--- config.mk ---
export PLATFORM = sky130hd
export DESIGN_NAME = apb_master_bridge_flat
export DESIGN_NICKNAME = d
export VERILOG_FILES = /design/src/rtl/apb_master_bridge_if.sv /design/src/rtl/apb_master_bridge.sv /design/src/flat_wrapper.sv
export SDC_FILE = /design/constraint.sdc
export NUM_CORES = 1
export LEC_CHECK = 0
export BUFFER_PORTS_ARGS = -buffer_cell sky130_fd_sc_hd__buf_2
export CORE_ASPECT_RATIO = 0.7
export CORE_MARGIN = 2
export CORE_UTILIZATION = 30
export DETAILED_ROUTE_END_ITERATION = 7
export GPL_TIMING_DRIVEN = 0
export PLACE_DENSITY_LB_ADDON = 0.2
export SYNTH_ARGS = -nofsm -noshare
export SYNTH_HDL_FRONTEND = slang
export SYNTH_SLANG_ARGS = --single-unit
export TNS_END_PERCENT = 30
--- constraint.sdc ---
create_clock -name PCLK -period 9.2 [get_ports PCLK]
set_input_delay 0.46 -clock PCLK [delete_from_list [all_inputs] [get_ports PCLK]]
set_output_delay 0.46 -clock PCLK [all_outputs]
set_load 0.03 [all_outputs]
--- src/rtl/apb_master_bridge_if.sv ---
// APB bus bundle between the bridge (master) and its NUM_SLV peripherals.
// PSEL is one-hot per slave; PRDATA/PREADY are concatenated per slave.
interface apb_master_bridge_if #(
   parameter int unsigned NUM_SLV = 4
);
   logic [31:0]           PADDR;
   logic                  PWRITE;
   logic [31:0]           PWDATA;
   logic                  PENABLE;
   logic [NUM_SLV-1:0]    PSEL;
   logic [32*NUM_SLV-1:0] PRDATA_ALL;
   logic [NUM_SLV-1:0]    PREADY_ALL;

   modport master (
      output PADDR, PWRITE, PWDATA, PENABLE, PSEL,
      input  PRDATA_ALL, PREADY_ALL
   );

   modport slave (
      input  PADDR, PWRITE, PWDATA, PENABLE, PSEL,
      output PRDATA_ALL, PREADY_ALL
   );
endinterface

--- src/rtl/apb_master_bridge.sv ---
// Single-outstanding APB3 master bridge.
// Accepts a simple request in IDLE, decodes it to one of NUM_SLV 4 KB slave
// windows, runs SETUP/ACCESS on the APB bus and returns a one-cycle done/err
// pulse. Decode misses and PREADY timeouts complete with err=1.
module apb_master_bridge #(
   parameter int unsigned NUM_SLV   = 4,
   parameter logic [31:0] BASE_ADDR = 32'h1000_0000,
   parameter int unsigned SLV_AW    = 12,
   parameter int unsigned TIMEOUT   = 16
) (
   input  logic                       PCLK,
   input  logic                       PRESET,
   input  logic                       transfer,
   input  logic                       write,
   input  logic [31:0]                addr,
   input  logic [31:0]                wdata,
   output logic                       req_ready,
   output logic                       done,
   output logic                       err,
   output logic [31:0]                rdata,
   apb_master_bridge_if.master        apb
);

   localparam int unsigned IW = $clog2(NUM_SLV);
   localparam int unsigned HB = SLV_AW + IW;
   localparam int unsigned CW = (TIMEOUT > 2) ? $clog2(TIMEOUT) : 1;
   localparam logic [CW-1:0] CNT_LAST = (TIMEOUT == 0) ? '0 : CW'(TIMEOUT - 1);

   localparam logic [1:0] ST_IDLE   = 2'd0;
   localparam logic [1:0] ST_SETUP  = 2'd1;
   localparam logic [1:0] ST_ACCESS = 2'd2;
   localparam logic [1:0] ST_ERR    = 2'd3;

   logic [1:0]    state_q,  state_d;
   logic [IW-1:0] idx_q,    idx_d;
   logic [31:0]   paddr_q,  paddr_d;
   logic          pwrite_q, pwrite_d;
   logic [31:0]   pwdata_q, pwdata_d;
   logic [CW-1:0] cnt_q,    cnt_d;
   logic          done_q,   done_d;
   logic          err_q,    err_d;
   logic [31:0]   rdata_q,  rdata_d;

   logic               addr_hit;
   logic [IW-1:0]      addr_idx;
   logic               sel_ready;
   logic [31:0]        sel_rdata;
   logic [NUM_SLV-1:0] psel;
   logic               penable;

   // Address decode of the incoming request (only used at accept)
   always_comb begin
      addr_hit = (addr[31:HB] == BASE_ADDR[31:HB]);
      addr_idx = addr[SLV_AW +: IW];
   end

   // Return-path mux: only the latched slave's PREADY/PRDATA are observed
   always_comb begin
      sel_ready = 1'b0;
      sel_rdata = '0;
      for (int unsigned i = 0; i < NUM_SLV; i++) begin
         if (idx_q == IW'(i)) begin
            sel_ready = apb.PREADY_ALL[i];
            sel_rdata = apb.PRDATA_ALL[32*i +: 32];
         end
      end
   end

   // Next-state, request latching, timeout count and completion generation
   always_comb begin
      state_d  = state_q;
      idx_d    = idx_q;
      paddr_d  = paddr_q;
      pwrite_d = pwrite_q;
      pwdata_d = pwdata_q;
      cnt_d    = cnt_q;
      rdata_d  = rdata_q;
      done_d   = 1'b0;
      err_d    = 1'b0;

      case (state_q)
         ST_IDLE: begin
            if (transfer) begin
               idx_d    = addr_idx;
               paddr_d  = addr;
               pwrite_d = write;
               pwdata_d = wdata;
               if (addr_hit) begin
                  state_d = ST_SETUP;
                  cnt_d   = '0;
               end else begin
                  state_d = ST_ERR;
               end
            end
         end

         ST_SETUP: begin
            state_d = ST_ACCESS;
         end

         ST_ACCESS: begin
            if (sel_ready) begin
               state_d = ST_IDLE;
               done_d  = 1'b1;
               if (!pwrite_q) begin
                  rdata_d = sel_rdata;
               end
            end else if ((TIMEOUT != 0) && (cnt_q == CNT_LAST)) begin
               state_d = ST_IDLE;
               done_d  = 1'b1;
               err_d   = 1'b1;
            end else if (TIMEOUT != 0) begin
               cnt_d = cnt_q + CW'(1);
            end
         end

         ST_ERR: begin
            state_d = ST_IDLE;
            done_d  = 1'b1;
            err_d   = 1'b1;
         end

         default: begin
            state_d = ST_IDLE;
         end
      endcase
   end

   // State and datapath registers; reset drops the bus asynchronously
   always_ff @(posedge PCLK or posedge PRESET) begin
      if (PRESET) begin
         state_q  <= ST_IDLE;
         idx_q    <= '0;
         paddr_q  <= '0;
         pwrite_q <= 1'b0;
         pwdata_q <= '0;
         cnt_q    <= '0;
         done_q   <= 1'b0;
         err_q    <= 1'b0;
         rdata_q  <= '0;
      end else begin
         state_q  <= state_d;
         idx_q    <= idx_d;
         paddr_q  <= paddr_d;
         pwrite_q <= pwrite_d;
         pwdata_q <= pwdata_d;
         cnt_q    <= cnt_d;
         done_q   <= done_d;
         err_q    <= err_d;
         rdata_q  <= rdata_d;
      end
   end

   // PSEL/PENABLE decoded from the state flops so reset clears them at once
   always_comb begin
      psel    = '0;
      penable = 1'b0;
      if ((state_q == ST_SETUP) || (state_q == ST_ACCESS)) begin
         psel[idx_q] = 1'b1;
      end
      if (state_q == ST_ACCESS) begin
         penable = 1'b1;
      end
   end

   assign apb.PSEL    = psel;
   assign apb.PENABLE = penable;
   assign apb.PADDR   = paddr_q;
   assign apb.PWRITE  = pwrite_q;
   assign apb.PWDATA  = pwdata_q;

   assign req_ready = (state_q == ST_IDLE);
   assign done      = done_q;
   assign err       = err_q;
   assign rdata     = rdata_q;

endmodule

--- src/flat_wrapper.sv ---
// flat-port wrapper written by rule: the top's interface ports become plain ports
module apb_master_bridge_flat 
#(
   parameter int unsigned NUM_SLV   = 4,
   parameter logic [31:0] BASE_ADDR = 32'h1000_0000,
   parameter int unsigned SLV_AW    = 12,
   parameter int unsigned TIMEOUT   = 16
)
  (PCLK, PRESET, transfer, write, addr, wdata, req_ready, done, err, rdata, apb_PADDR, apb_PWRITE, apb_PWDATA, apb_PENABLE, apb_PSEL, apb_PRDATA_ALL, apb_PREADY_ALL);
  apb_master_bridge_if #(.NUM_SLV(NUM_SLV)) apb_i ();
  input  logic PCLK;
  input  logic PRESET;
  input  logic transfer;
  input  logic write;
  input  logic [31:0] addr;
  input  logic [31:0] wdata;
  output logic req_ready;
  output logic done;
  output logic err;
  output logic [31:0] rdata;
  output wire logic [$bits(apb_i.PADDR)-1:0] apb_PADDR;
  output wire logic [$bits(apb_i.PWRITE)-1:0] apb_PWRITE;
  output wire logic [$bits(apb_i.PWDATA)-1:0] apb_PWDATA;
  output wire logic [$bits(apb_i.PENABLE)-1:0] apb_PENABLE;
  output wire logic [$bits(apb_i.PSEL)-1:0] apb_PSEL;
  input wire logic [$bits(apb_i.PRDATA_ALL)-1:0] apb_PRDATA_ALL;
  input wire logic [$bits(apb_i.PREADY_ALL)-1:0] apb_PREADY_ALL;
  assign apb_PADDR = apb_i.PADDR;
  assign apb_PWRITE = apb_i.PWRITE;
  assign apb_PWDATA = apb_i.PWDATA;
  assign apb_PENABLE = apb_i.PENABLE;
  assign apb_PSEL = apb_i.PSEL;
  assign apb_i.PRDATA_ALL = apb_PRDATA_ALL;
  assign apb_i.PREADY_ALL = apb_PREADY_ALL;
  apb_master_bridge #(.NUM_SLV(NUM_SLV), .BASE_ADDR(BASE_ADDR), .SLV_AW(SLV_AW), .TIMEOUT(TIMEOUT)) u_core (.PCLK(PCLK), .PRESET(PRESET), .transfer(transfer), .write(write), .addr(addr), .wdata(wdata), .req_ready(req_ready), .done(done), .err(err), .rdata(rdata), .apb(apb_i));
endmodule
; ---- Yosys cells after proc, flatten, opt, wreduce, memory -nomap -nowiden
; Index checks and enable logic that the tools add are counted.
[totals]
register_bits = 107
[classes]
addsub = 1
magnitude_cmp = 2
n_eq_ne = 13
mux = 27
n_bitwise = 1
n_reduce_logical = 9
[op_table]
columns = operator, count
row1 = 32-bit 2-to-1 mux, 4
row2 = 4-bit 2-to-1 mux, 5
row3 = "18-bit by 15-bit equality test with 1-bit output, second input constant", 1
row4 = 1-bit 2-to-1 mux, 9
row5 = "2-bit equality test, second input constant", 4
row6 = 2-bit 2-to-1 mux, 4
row7 = 2-bit one-hot mux with 4 select lines, 1
row8 = 4-bit one-hot mux with 2 select lines, 1
row9 = "2-bit != test, second input constant", 3
row10 = 5-bit AND reduction, 1
row11 = "4-bit by 1-bit adder with 4-bit output, second input constant", 1
row12 = "2-bit by 1-bit equality test with 1-bit output, second input constant", 2
row13 = "4-bit equality test, second input constant", 1
row14 = 2-bit logical NOT, 2
row15 = 1-bit one-hot mux with 2 select lines, 2
row16 = 2-bit AND reduction, 2
row17 = "2-bit by 3-bit < comparator with 1-bit output, second input constant", 1
row18 = "3-bit by 1-bit != test with 1-bit output, second input constant", 1
row19 = 3-bit AND reduction, 1
row20 = 1-bit demux with 2-bit select, 1
row21 = "2-bit by 1-bit >= comparator with 1-bit output, second input constant", 1
row22 = "2-bit by 1-bit != test with 1-bit output, second input constant", 1
row23 = 2-bit nonzero test, 1
row24 = 1-bit logical AND, 1
row25 = other kinds (2), 2

; ---- Depth between registers and ports, before layout
; Gate-level depths: netlist (run 1).
[depth]
depth_word = 7
ltp_mapped = 7
depth_no_buf = 7

; ---- Worst setup path before layout (run 1)
; Ideal clock, no wire load.
[synth_path]
path_kind = register to output
startpoint = reg, netlist name u_core.apb.PADDR[12]
endpoint = out apb_PSEL[0]
t_arrival_ns = 1.799
path_slack_ns = 6.941
stages_incl_launch_ff = 4
path_cell_list = dfrtp_1 buf_2 buf_1 nor3b_1
[synth_rtl]
columns = element, line_no
row1 = to (decl), flat_wrapper.sv:25  ; output wire logic [$bits(apb_i.PSEL)-1:0] apb_PSEL;

==> key figures, run 1 <==
Power and ir drop
  • Maximum VDD drop: 0.000146 V
  • Pwr dens: 382 mW/mm²
  • Leakage: 0.00348 µW

Synth
  • Synthesized instance count: 311
  • Register area share after synthesis: 52.7%
  • Post-synth EDFFs: 0
  • Commonest register cell after synthesis: dfrtp_1
  • Fraction of registers with async set/reset: 100%
  • Synthesized flop and latch total: 105
  • Largest area contributor in the netlist: dfrtp_1
  • Cell area after synthesis: 0.00499 mm²
  • YS warnings: 0
  • Yosys top cell area share: 52.7%
  • Syn avg cell area: 16.0 µm²
  • Count of different cell masters after synthesis: 33
  • Area contributors post-synth: dfrtp_1 (53%), mux2_2 (15%), mux4_2 (15%)
  • Syn nets: 517

CTS
  • CTS tree: done
  • H-tree depth: 3
  • Hold buffer count at CTS: 0
  • Worst-Skew Late Latency: 0.35 ns
  • TritonCTS buffer count: 9
  • Resize count post-CTS: 0
  • # clock sinks: 105
  • Root Driver: clkbuf_16
  • Setup repair bufs after CTS: 0
  • Clk pin slew, worst setup/hold paths: 0.07 ns
  • CTS Buffer Depth: 2

Setup path
  • RR Endpoint: u_core.rdata[4]
  • Startpoint Class: flip-flop
  • WP depth: 4
  • R2R cell count: 4
  • R2R Path Start: u_core.apb.PADDR[12]
  • Critical path type: reg2out
  • Slowest Stage Delay on Critical Path: 0.50 ns
  • Reg2reg setup slack: 6.83 ns
  • Crit-path cells: clkbuf_1 > clkbuf_1 > and3_1 > buf_2
  • CP top delay family: buffers and inverters
  • Worst-path maximum fanout: 10
  • Slowest CP cell: clkbuf_1
  • WP buf/inv: 3
  • WP data required: 8.74 ns
  • Crit end category: output pin
  • Most used cell, CP: clkbuf_1
  • Arr. time, crit path: 2.22 ns

STA
  • Fin crit share: 29.1%
  • Clock Skew: 0.00940 ns
  • Setup_tns: 0 ns
  • Max Freq: 374 MHz
  • Tmin final: 2.68 ns
  • RSZ-0062 raised after global routing: no
  • Setup Viol. Count Final: 0
  • Tightest Pin Transition: 0.712 ns
  • Final Max Tran Viols: 0
  • Worst Slack Setup Final: 6.52 ns
  • Final Hold Fails: 0
  • Slew margin rel.: 52.5%

Run
  • Max Cap Viol: 0

Layout
  • Diodes inserted: 0
  • Layout area overhead: 43.2%
  • Reg area: 0.00263 mm²
  • Fill cells: 1540
  • Share of layout cells above drive strength 1: 68.7%
  • Area of the multi-input gates: 0.00227 mm²
  • Final nets: 833

Global routing
  • Grt total ovfl: 0
  • GR Util All Layers: 16.6%
  • Initial antenna violation count: 1
  • First-pass GRT wire length: 22400 µm
  • Largest net degree at the start of global routing: 69
  • Vias in the first global route: 4208

Routing
  • Vias per cell: 4.60
  • Drt pass-1 iters: 4
  • DRT Wirelength: 14600 µm
  • Antenna-violating nets left: 0
  • DR iter-0 viols: 122
  • Drt wl/cell: 17.0 µm
  • Post-route DRC: 0
  • Vias: 3946

Floorplan
  • Starting density of the core: 30.6%
  • Die Span X: 158 µm
  • Num rows: 39
  • Ports: 305
  • Die height: 112 µm
  • CORE AREA: 0.0163 mm²
  • Die area: 0.0177 mm²

Outcome
  • Status: finished, final reports clean

Place
  • DP Wirelength: 12000 µm
  • Gpl congestion: 0.912
  • IO buf count: 304
  • Pre-CTS setup slack: 6.76 ns

Min path
  • Hold Path Class: in2async
## worst reg2reg max path, stage by stage, from the launching register on
cell,delay [ns]
dfrtp_1,0.43
buf_2,0.34
buf_1,0.58
mux4_2,0.61
mux2_1,0.30
## kinds of logic (layout without fill, tap and decap cells)
kind of cell / count (synthesis) / after routing / synth area share [%]
compound gates: 14 / 14 / 2.03
flops: 105 / 105 / 52.7
fa+ha+maj: 6 / 6 / 1.51
simple gates: 30 / 30 / 4.47
buf+inv: 23 / 344 / 1.88
mux: 133 / 133 / 37.4
## cell usage after synthesis (3+ instances only)
cell      instances
nand2_1           6
buf_2             6
nor2_1            4
o21ai_0           6
mux2_1           32
mux2_2           66
ha_1              6
inv_1             4
nand3_1           3
clkbuf_1         12
nand3b_1          3
mux4_2           33
dfrtp_1         105
## how the worst max path moves through the flow
stage | end | from | slack, ns
after floorplan | u_core.apb.PADDR[0] | PRESET | 5.98
after global placement | u_core.rdata[22] | PRESET | 4.66
after detailed placement | u_core.rdata[4] | u_core.apb.PADDR[12] | 6.76
after CTS | apb_PSEL[3] | u_core.apb.PADDR[13] | 6.44
after global routing | apb_PSEL[3] | u_core.apb.PADDR[13] | 6.35
final | apb_PSEL[3] | u_core.apb.PADDR[13] | 6.52
## final cells by class
| class | count | area share (%) |
|---|---|---|
| clock inverters | 5 | 0.981 |
| well taps | 225 | 3.94 |
| plain buffers | 19 | 1.10 |
| repair buffers | 305 | 21.7 |
| inverters | 4 | 0.245 |
| clock buffers | 11 | 3.54 |
| flip-flops and latches | 105 | 36.8 |
| multi-input cells | 183 | 31.7 |
## report_power, final
| part | internal [µW] | total (µW) | switching [µW] |
|---|---|---|---|
| combinational | 583 | 1500 | 913 |
| sequential | 697 | 819 | 122 |
| clock | 231 | 413 | 182 |
| total | 1510 | 2730 | 1220 |
## metrics by stage
| stage | cells | util, % | hold WS, ns | power (µW) | area, µm² |
|---|---|---|---|---|---|
| after floorplan | 311 | - | 0.522 | 1880 | 4990 |
| after global placement | 840 | 41.7 | 0.471 | 2310 | 6790 |
| after detailed placement | 841 | 41.8 | 0.476 | 2340 | 6820 |
| after CTS | 857 | 43.8 | 0.139 | 2770 | 7140 |
| after global routing | 857 | 43.8 | 0.166 | 2880 | 7140 |
| final | 857 | 43.8 | 0.138 | 2730 | 7140 |
## metal layers
layer	part of all wire [%]	up-vias	track usage [%]	routed length, µm
met1	43	1998	21.5	6310
met4	1.1	2	3.84	167
li1	-	1811	-	-
met3	5.9	15	5.02	853
met5	0.089	-	0	13
met2	50	120	27.2	7210
## registers in the layout, summed over array words and instances, names as in the netlist
name               count
u_core.apb.PADDR      32
u_core.err             1
u_core.done            1
u_core.apb.PWRITE      1
u_core.cnt_q           4
u_core.state_q         2
u_core.apb.PWDATA     32
u_core.rdata          32
## cells in the final DEF, fill, tap and decap left out, drive strengths merged
cell | synthesis | layout
a21oi | 1 | 1
a41o | 1 | 1
a41oi | 1 | 1
and3 | 2 | 2
and3b | 1 | 1
buf | 7 | 312
bufinv | 0 | 1
clkbuf | 12 | 23
clkinv | 0 | 2
dfrtp | 105 | 105
ha | 6 | 6
inv | 4 | 6
mux2 | 98 | 98
mux2i | 2 | 2
mux4 | 33 | 33
nand2 | 6 | 6
nand2b | 2 | 2
nand3 | 3 | 3
nand3b | 3 | 3
nand4 | 1 | 1
nor2 | 4 | 4
nor2b | 1 | 1
nor3 | 1 | 1
nor3b | 1 | 1
nor4 | 2 | 2
nor4b | 1 | 1
o21ai | 7 | 7
o221ai | 2 | 2
o311ai | 2 | 2
or2 | 1 | 1
or4 | 1 | 1
No activity file was read; power rests on OpenSTA's default activity.
==> run 2: changes to the inputs <==
--- a/config.mk
+++ b/config.mk
@@ -5,6 +5,7 @@
 export SDC_FILE = /design/constraint.sdc
 export NUM_CORES = 1
 export LEC_CHECK = 0
+export ABC_AREA = 1
 export BUFFER_PORTS_ARGS = -buffer_cell sky130_fd_sc_hd__buf_2
 export CORE_ASPECT_RATIO = 0.7
 export CORE_MARGIN = 2
==> constraint.sdc (replaced) <==
create_clock -name PCLK -period 2.55 [get_ports PCLK]
set_input_delay 0.1275 -clock PCLK [delete_from_list [all_inputs] [get_ports PCLK]]
set_output_delay 0.1275 -clock PCLK [all_outputs]
set_load 0.03 [all_outputs]
==> key figures, run 2 <==
Synth
  • Post-synth EDFFs: 0 (unchanged)
  • Most common cell in the netlist: nand2_1
  • Syn avg cell area: 7.43 µm² (-54%)
  • Yosys top cell area share: 51.3% (-1.4 points)
  • Count of different cell masters after synthesis: 22 (-33%)
  • Synthesized instance count: 689 (+120%)
  • YS warnings: 0 (unchanged)
  • Synth cell count leaders: nand2_1 (406), dfrtp_1 (105), nand4_1 (37)
  • Fraction of registers with async set/reset: 100% (unchanged)
  • Syn nets: 895 (+73%)
  • Synthesized flop and latch total: 105 (unchanged)
  • Commonest register cell after synthesis: dfrtp_1
  • Largest area contributor in the netlist: dfrtp_1
  • Register area share after synthesis: 51.3% (-1.4 points)
  • Cell area after synthesis: 0.00512 mm² (+2.7%)
  • Area contributors post-synth: dfrtp_1 (51%), nand2_1 (30%), nand4_1 (4.5%)

Layout
  • Fin util: 47.9% (+4.1 points)
  • Share of layout cells above drive strength 1: 32.0% (-37 points)
  • Final nets: 1273 (+53%)
  • Post-route cell area: 0.00790 mm² (+11%)
  • Fill cells: 1678 (+9.0%)
  • Layout area overhead: 54.3%
  • Most common cell after layout, fill and taps aside: nand2_1
  • Diodes inserted: 0 (unchanged)
  • Most frequent cells in the layout: nand2_1 (406), buf_2 (310), dfrtp_1 (105)

Setup path
  • Critical path type: reg2reg
  • Startpoint Class: flip-flop
  • RR Endpoint: u_core.apb.PWDATA[8]
  • Reg2reg setup slack: 0.47 ns (-6.36 ns)
  • Crit end category: flip-flop
  • R2R Path Start: u_core.state_q[0]
  • Arr. time, crit path: 2.36 ns (+0.14 ns)
  • Worst-path maximum fanout: 10 (unchanged)
  • Critical Path Source: u_core.state_q[0]
  • WP data required: 2.83 ns (-5.91 ns)
  • Critical Path Sink: u_core.apb.PWDATA[8]
  • R2R cell count: 8 (+4)

Floorplan
  • Die Span X: 160 µm (+1.3%)
  • Die height: 113 µm (+1.3%)
  • Starting density of the core: 31.0% (+0.44 points)
  • Ports: 305 (unchanged)
  • CORE AREA: 0.0165 mm² (+1.2%)
  • Die area: 0.0181 mm² (+2.6%)
  • Num rows: 39 (unchanged)

Place
  • Post-DP Area: 0.00699 mm² (+2.4%)
  • DP Wirelength: 14100 µm (+18%)
  • IO buf count: 304 (unchanged)
  • Pre-CTS setup slack: 0.167 ns (-6.60 ns)
  • Gpl congestion: 0.853 (-6.5%)

CTS
  • CTS tree: done
  • Worst-Skew Late Latency: 0.35 ns (about the same)
  • Root Driver: clkbuf_16
  • CTS Buffer Depth: 2 (unchanged)
  • # clock sinks: 105 (unchanged)
  • Clk pin slew, worst setup/hold paths: 0.07 ns (about the same)
  • H-tree depth: 3 (unchanged)
  • TritonCTS buffer count: 9 (unchanged)

Run
  • Max Cap Viol: 0 (unchanged)

Global routing
  • Largest net degree at the start of global routing: 41 (-41%)
  • GR Util All Layers: 21.2% (+4.7 points)
  • Grt total ovfl: 0 (unchanged)
  • Initial antenna violation count: 0 (-1)
  • First-pass GRT wire length: 30800 µm (+37%)
  • Vias in the first global route: 5939 (+41%)

Power and ir drop
  • Total power: 9610 µW (+250%)
  • Pwr dens: 1220 mW/mm² (+220%)
  • Pint: 4750 µW (+210%)
  • Leakage: 0.00444 µW (+28%)
  • Maximum VDD drop: 0.000774 V (+430%)
  • Switching part of the total power: 50.5% (+5.9 points)
  • Flop pwr share: 29.3% (-0.7 points)
  • NetSw: 4860 µW (+300%)
  • Clock share of power: 15.3% (+0.2 points)
  • Combinational power share: 55.4% (+0.6 points)

STA
  • Setup_tns: 0 ns (unchanged)
  • Clock Skew: 0.00835 ns (-0.00105 ns)
  • Final Max Tran Viols: 0 (unchanged)
  • Final Hold Fails: 0 (unchanged)
  • RSZ-0062 raised after global routing: no
  • Setup Viol. Count Final: 0 (unchanged)
  • Slew margin rel.: 65.5% (+13 points)
  • Fin crit share: 81.7%
  • Worst Slack Setup Final: 0.468 ns (-6.06 ns)
  • Tmin final: 2.08 ns
  • Tightest Pin Transition: 0.516 ns (-0.196 ns)
  • Max Freq: 480 MHz

Routing
  • Post-route DRC: 0 (unchanged)
  • Drt pass-1 iters: 5 (+1)
  • DR iter-0 viols: 388 (+220%)
  • Vias per cell: 4.54 (-1.4%)
  • Antenna-violating nets left: 0 (unchanged)
  • DRT Wirelength: 18700 µm (+29%)
  • Drt wl/cell: 14.4 µm (-15%)
  • Vias: 5889 (+49%)

Outcome
  • Status: finished, final reports clean

Min path
  • Hold Path Class: in2reg
==> run 2: cell types whose count changed after synthesis, moves of 4 or more <==
cell	change
mux4_2	-33
clkbuf_1	+13
mux2_1	-32
inv_1	+16
o21ai_1	+14
nand4_1	+36
nand3_1	+5
mux2_2	-66
nand2_1	+400
o21ai_0	+18
nor2_1	+14
nor3_1	+4
==> run 2: how the worst min path moves through the flow <==
stage / startpoint / to / slack, ns / depth (start not counted)
3_5_place_dp: PRESET / u_core.apb.PWDATA[12] / 0.20 / 3
4_1_cts: addr[19] / u_core.apb.PADDR[19] / 0.002 / 3
3_3_place_gp: addr[7] / u_core.apb.PADDR[7] / 0.32 / 3
6_report: addr[19] / u_core.apb.PADDR[19] / 0.02 / 3
5_1_grt: addr[19] / u_core.apb.PADDR[19] / 0.03 / 3
2_1_floorplan: addr[0] / u_core.apb.PADDR[0] / 0.24 / 2
==> run 2: power groups by stage <==
stage | Sequential [µW] | Clock [µW] | Combinational, µW
after detailed placement | 2810 | 0 | 5290
after CTS | 2810 | 1520 | 5350
after floorplan | 4220 | 0 | 2130
after global placement | 2830 | 0 | 5250
after global routing | 2920 | 1600 | 5860
final | 2820 | 1470 | 5330
==> run 2: kinds of logic (layout without fill, tap and decap cells) <==
family,count (synthesis),in the layout,synth area share [%]
flip-flops,105,105,51.3
buffers and inverters,58,441,5.21
adder cells (fa/ha/maj),6,6,1.47
AO/OA/AOI/OAI,42,42,4.15
AND/OR/NAND/NOR,478,478,37.9
==> run 2: repair_timing <==
item                                    4_1_cts  5_1_grt
hold endpoints to repair                     98        0
resized for setup                             0        2
hold buffers                                 60        0
buffers inserted                              0        0
endpoints found under the setup margin        0       47
==> run 2: final cells by class <==
type	count	area, µm²	share of cell area, %
well taps	225	282	3.56
clock buffers	10	239	3.02
repair buffers	367	2180	27.6
multi-input cells	526	2230	28.2
clock inverters	6	73.8	0.934
flip-flops and latches	105	2630	33.3
plain buffers	37	189	2.39
inverters	21	82.6	1.05
==> run 2: stage by stage <==
step                std cells  hold WS, ns
floorplan                 689        0.237
CTS                      1297      0.00229
global route             1297       0.0254
global placement         1218        0.321
detailed placement       1221        0.197
finish                   1297       0.0196
==> run 2: worst max-delay path, stage by stage, from the launching register on <==
cell	delay, ns
dfrtp_1	0.42
inv_1	0.11
ha_1	0.25
nand2_1	0.19
inv_1	0.12
clkbuf_2	0.31
clkbuf_1	0.41
nand2_1	0.12
nand2_1	0.09
==> run 2: routing by layer <==
layer | up-vias | track usage, % | share of wire [%]
li1 | 2922 | - | -
met1 | 2710 | 30.4 | 48
met2 | 225 | 32.4 | 44
met3 | 32 | 4.14 | 6.2
met4 | 0 | 6.67 | 2.1
met5 | - | 0 | 0
==> run 3: changes to the inputs <==
--- a/config.mk
+++ b/config.mk
@@ -5,7 +5,7 @@
 export SDC_FILE = /design/constraint.sdc
 export NUM_CORES = 1
 export LEC_CHECK = 0
-export ABC_AREA = 1
+export ABC_AREA = 0
 export BUFFER_PORTS_ARGS = -buffer_cell sky130_fd_sc_hd__buf_2
 export CORE_ASPECT_RATIO = 0.7
 export CORE_MARGIN = 2
==> constraint.sdc (replaced) <==
create_clock -name PCLK -period 1.7 [get_ports PCLK]
set_input_delay 0.085 -clock PCLK [delete_from_list [all_inputs] [get_ports PCLK]]
set_output_delay 0.085 -clock PCLK [all_outputs]
set_load 0.03 [all_outputs]
==> key figures, run 3 (synthesized netlist as in run 1, its figures left out) <==
Min path
  • Worst Hold Depth: 2 (-1)
  • Hold Startpoint: addr[31]
  • Min-Delay Endpoint: u_core.apb.PADDR[31]
  • Hold Path Class: in2reg

Global routing
  • Grt total ovfl: 0 (unchanged)
  • Vias in the first global route: 4626 (-22%)
  • M3 GR Usage: 3.11% (-1.0 points)
  • GR peak layer: met2
  • First-pass GRT wire length: 24300 µm (-21%)
  • Largest net degree at the start of global routing: 42 (+2.4%)
  • Initial antenna violation count: 0 (unchanged)
  • Met2 Resource Use GR: 29.5% (-3.0 points)
  • Met1 Use GR: 24.3% (-6.1 points)
  • GR Util All Layers: 17.8% (-3.4 points)

Routing
  • Drt wl/cell: 16.9 µm (+17%)
  • Vias: 4319 (-27%)
  • DR iter-0 viols: 130 (-66%)
  • Antenna-violating nets left: 0 (unchanged)
  • DRT Wirelength: 15800 µm (-16%)
  • Post-route DRC: 0 (unchanged)
  • Vias per cell: 4.61 (+1.5%)
  • Drt pass-1 iters: 4 (-1)

Place
  • DP Wirelength: 12000 µm (-15%)
  • Gpl congestion: 0.905 (+6.0%)
  • Dpl cells: 842 (-31%)
  • Post-DP Area: 0.00683 mm² (-2.2%)
  • IO buf count: 304 (unchanged)

Outcome
  • Violated checks: negative setup slack
  • Status: complete, but fails checks

Layout
  • Finished Layout Cells: 937 (-28%)
  • Reg area: 0.00263 mm² (unchanged)
  • Post-route cell area: 0.00833 mm² (+5.5%)
  • Area of the multi-input gates: 0.00244 mm² (+9.6%)
  • Diodes inserted: 0 (unchanged)
  • Most frequent cells in the layout: buf_2 (300), dfrtp_1 (105), mux2_2 (65)
  • Layout area overhead: 67.1%
  • Share of layout cells above drive strength 1: 71.5% (+39 points)
  • Fill cells: 1458 (-13%)
  • Most common cell after layout, fill and taps aside: buf_2
  • Final nets: 913 (-28%)

STA
  • Final Max Tran Viols: 0 (unchanged)
  • Final Hold Fails: 0 (unchanged)
  • Tmin final: 1.86 ns (-0.224 ns)
  • RSZ-0062 raised after global routing: yes
  • Fin crit share: 109% (+28 points)
  • Tightest Pin Transition: 0.627 ns (+0.111 ns)
  • Clock Skew: 0.00780 ns (-0.000547 ns)
  • Setup Viol. Count Final: 35 (+35)
  • Worst Slack Setup Final: -0.158 ns (-0.626 ns)
  • Slew margin rel.: 58.1% (-7.4 points)
  • Max Freq: 538 MHz (+12%)

CTS
  • CTS tree: done
  • TritonCTS buffer count: 9 (unchanged)
  • Worst-Skew Late Latency: 0.35 ns (about the same)
  • Clk pin slew, worst setup/hold paths: 0.08 ns (about the same)
  • # clock sinks: 105 (unchanged)
  • CTS Buffer Depth: 2 (unchanged)
  • Root Driver: clkbuf_16
  • H-tree depth: 3 (unchanged)

Setup path
  • Arr. time, crit path: 2.09 ns (-0.27 ns)
  • Reg2reg setup slack: -0.16 ns (-0.63 ns)
  • R2R cell count: 5 (-3)
  • R2R Path Start: u_core.apb.PADDR[12]
  • Startpoint Class: flip-flop
  • Critical path type: reg2reg
  • RR Endpoint: u_core.rdata[12]
  • Worst-path maximum fanout: 6 (-4)
  • Crit end category: flip-flop
  • WP data required: 1.93 ns (-0.90 ns)

Power and ir drop
  • Pwr dens: 1970 mW/mm² (+62%)
  • Leakage: 0.00408 µW (-8.1%)
  • Maximum VDD drop: 0.000798 V (+3.2%)
  • Total power: 16400 µW (+71%)

Floorplan
  • Die area: 0.0177 mm² (-2.5%)
  • Die Span X: 158 µm (-1.3%)
  • Ports: 305 (unchanged)
  • Die height: 112 µm (-1.3%)
  • Num rows: 39 (unchanged)
  • Starting density of the core: 30.6% (-0.44 points)
  • CORE AREA: 0.0163 mm² (-1.2%)

Run
  • Max Cap Viol: 0 (unchanged)
## run 3: how the worst max path moves through the flow
stage	startpoint	endpoint	slack, ns	cells past startpoint
after floorplan	u_core.apb.PADDR[12]	u_core.rdata[3]	-0.48	4
after global placement	u_core.apb.PADDR[12]	u_core.rdata[6]	-0.69	4
after detailed placement	u_core.apb.PADDR[12]	u_core.rdata[7]	-0.72	4
after CTS	u_core.apb.PADDR[12]	u_core.rdata[9]	-0.19	5
after global routing	u_core.apb.PADDR[12]	u_core.rdata[12]	-0.22	5
final	u_core.apb.PADDR[12]	u_core.rdata[12]	-0.16	5
## run 3: repair_timing
action | in CTS | in global routing
hold buffers | 55 | 0
gates resized for setup | 80 | 34
endpoints found under the hold margin | 78 | 0
gates cloned | 2 | 3
setup buffers | 8 | 12
pin swaps | 2 | 3
setup endpoints to repair | 107 | 74
## run 3: per-layer routing
metal	routed length, µm	vias to the layer above
li1	-	1970
met1	7240	2206
met2	7780	131
met3	635	12
met4	147	0
met5	0	-
## run 3: power by group
part           leakage [µW]  switching (µW)  internal [µW]
sequential          0.00125             660           3770
combinational       0.00269            5370           4560
clock              0.000143            1030           1040
## run 3: critical path: stages, from the launching register on
cell and delay [ns]:
dfrtp_1 0.38, mux4_2 0.56, nand3b_1 0.15, buf_6 0.18
clkbuf_16 0.17, mux2_4 0.29
## run 3: area by class of cell
cell class	instances	share of cell area (%)
Sequential cell	105	31.5
Multi-Input combinational cell	183	29.3
Timing Repair Buffer	386	29.2
Tap cell	225	3.38
Buffer	18	2.81
Clock buffer	9	2.70
Clock inverter	7	0.871
Inverter	4	0.225
## run 3: stage by stage
stage	hold WS [ns]	worst slack [ns]	utilization, %	TNS [ns]
floorplan	0.236	-0.482	-	-30.17
global placement	0.317	-0.689	41.7	-89.04
detailed placement	0.201	-0.718	41.9	-54.62
CTS	0.00243	-0.189	49.5	-4.96
global route	0.0197	-0.219	51.1	-6.14
finish	0.0207	-0.158	51.1	-3.90
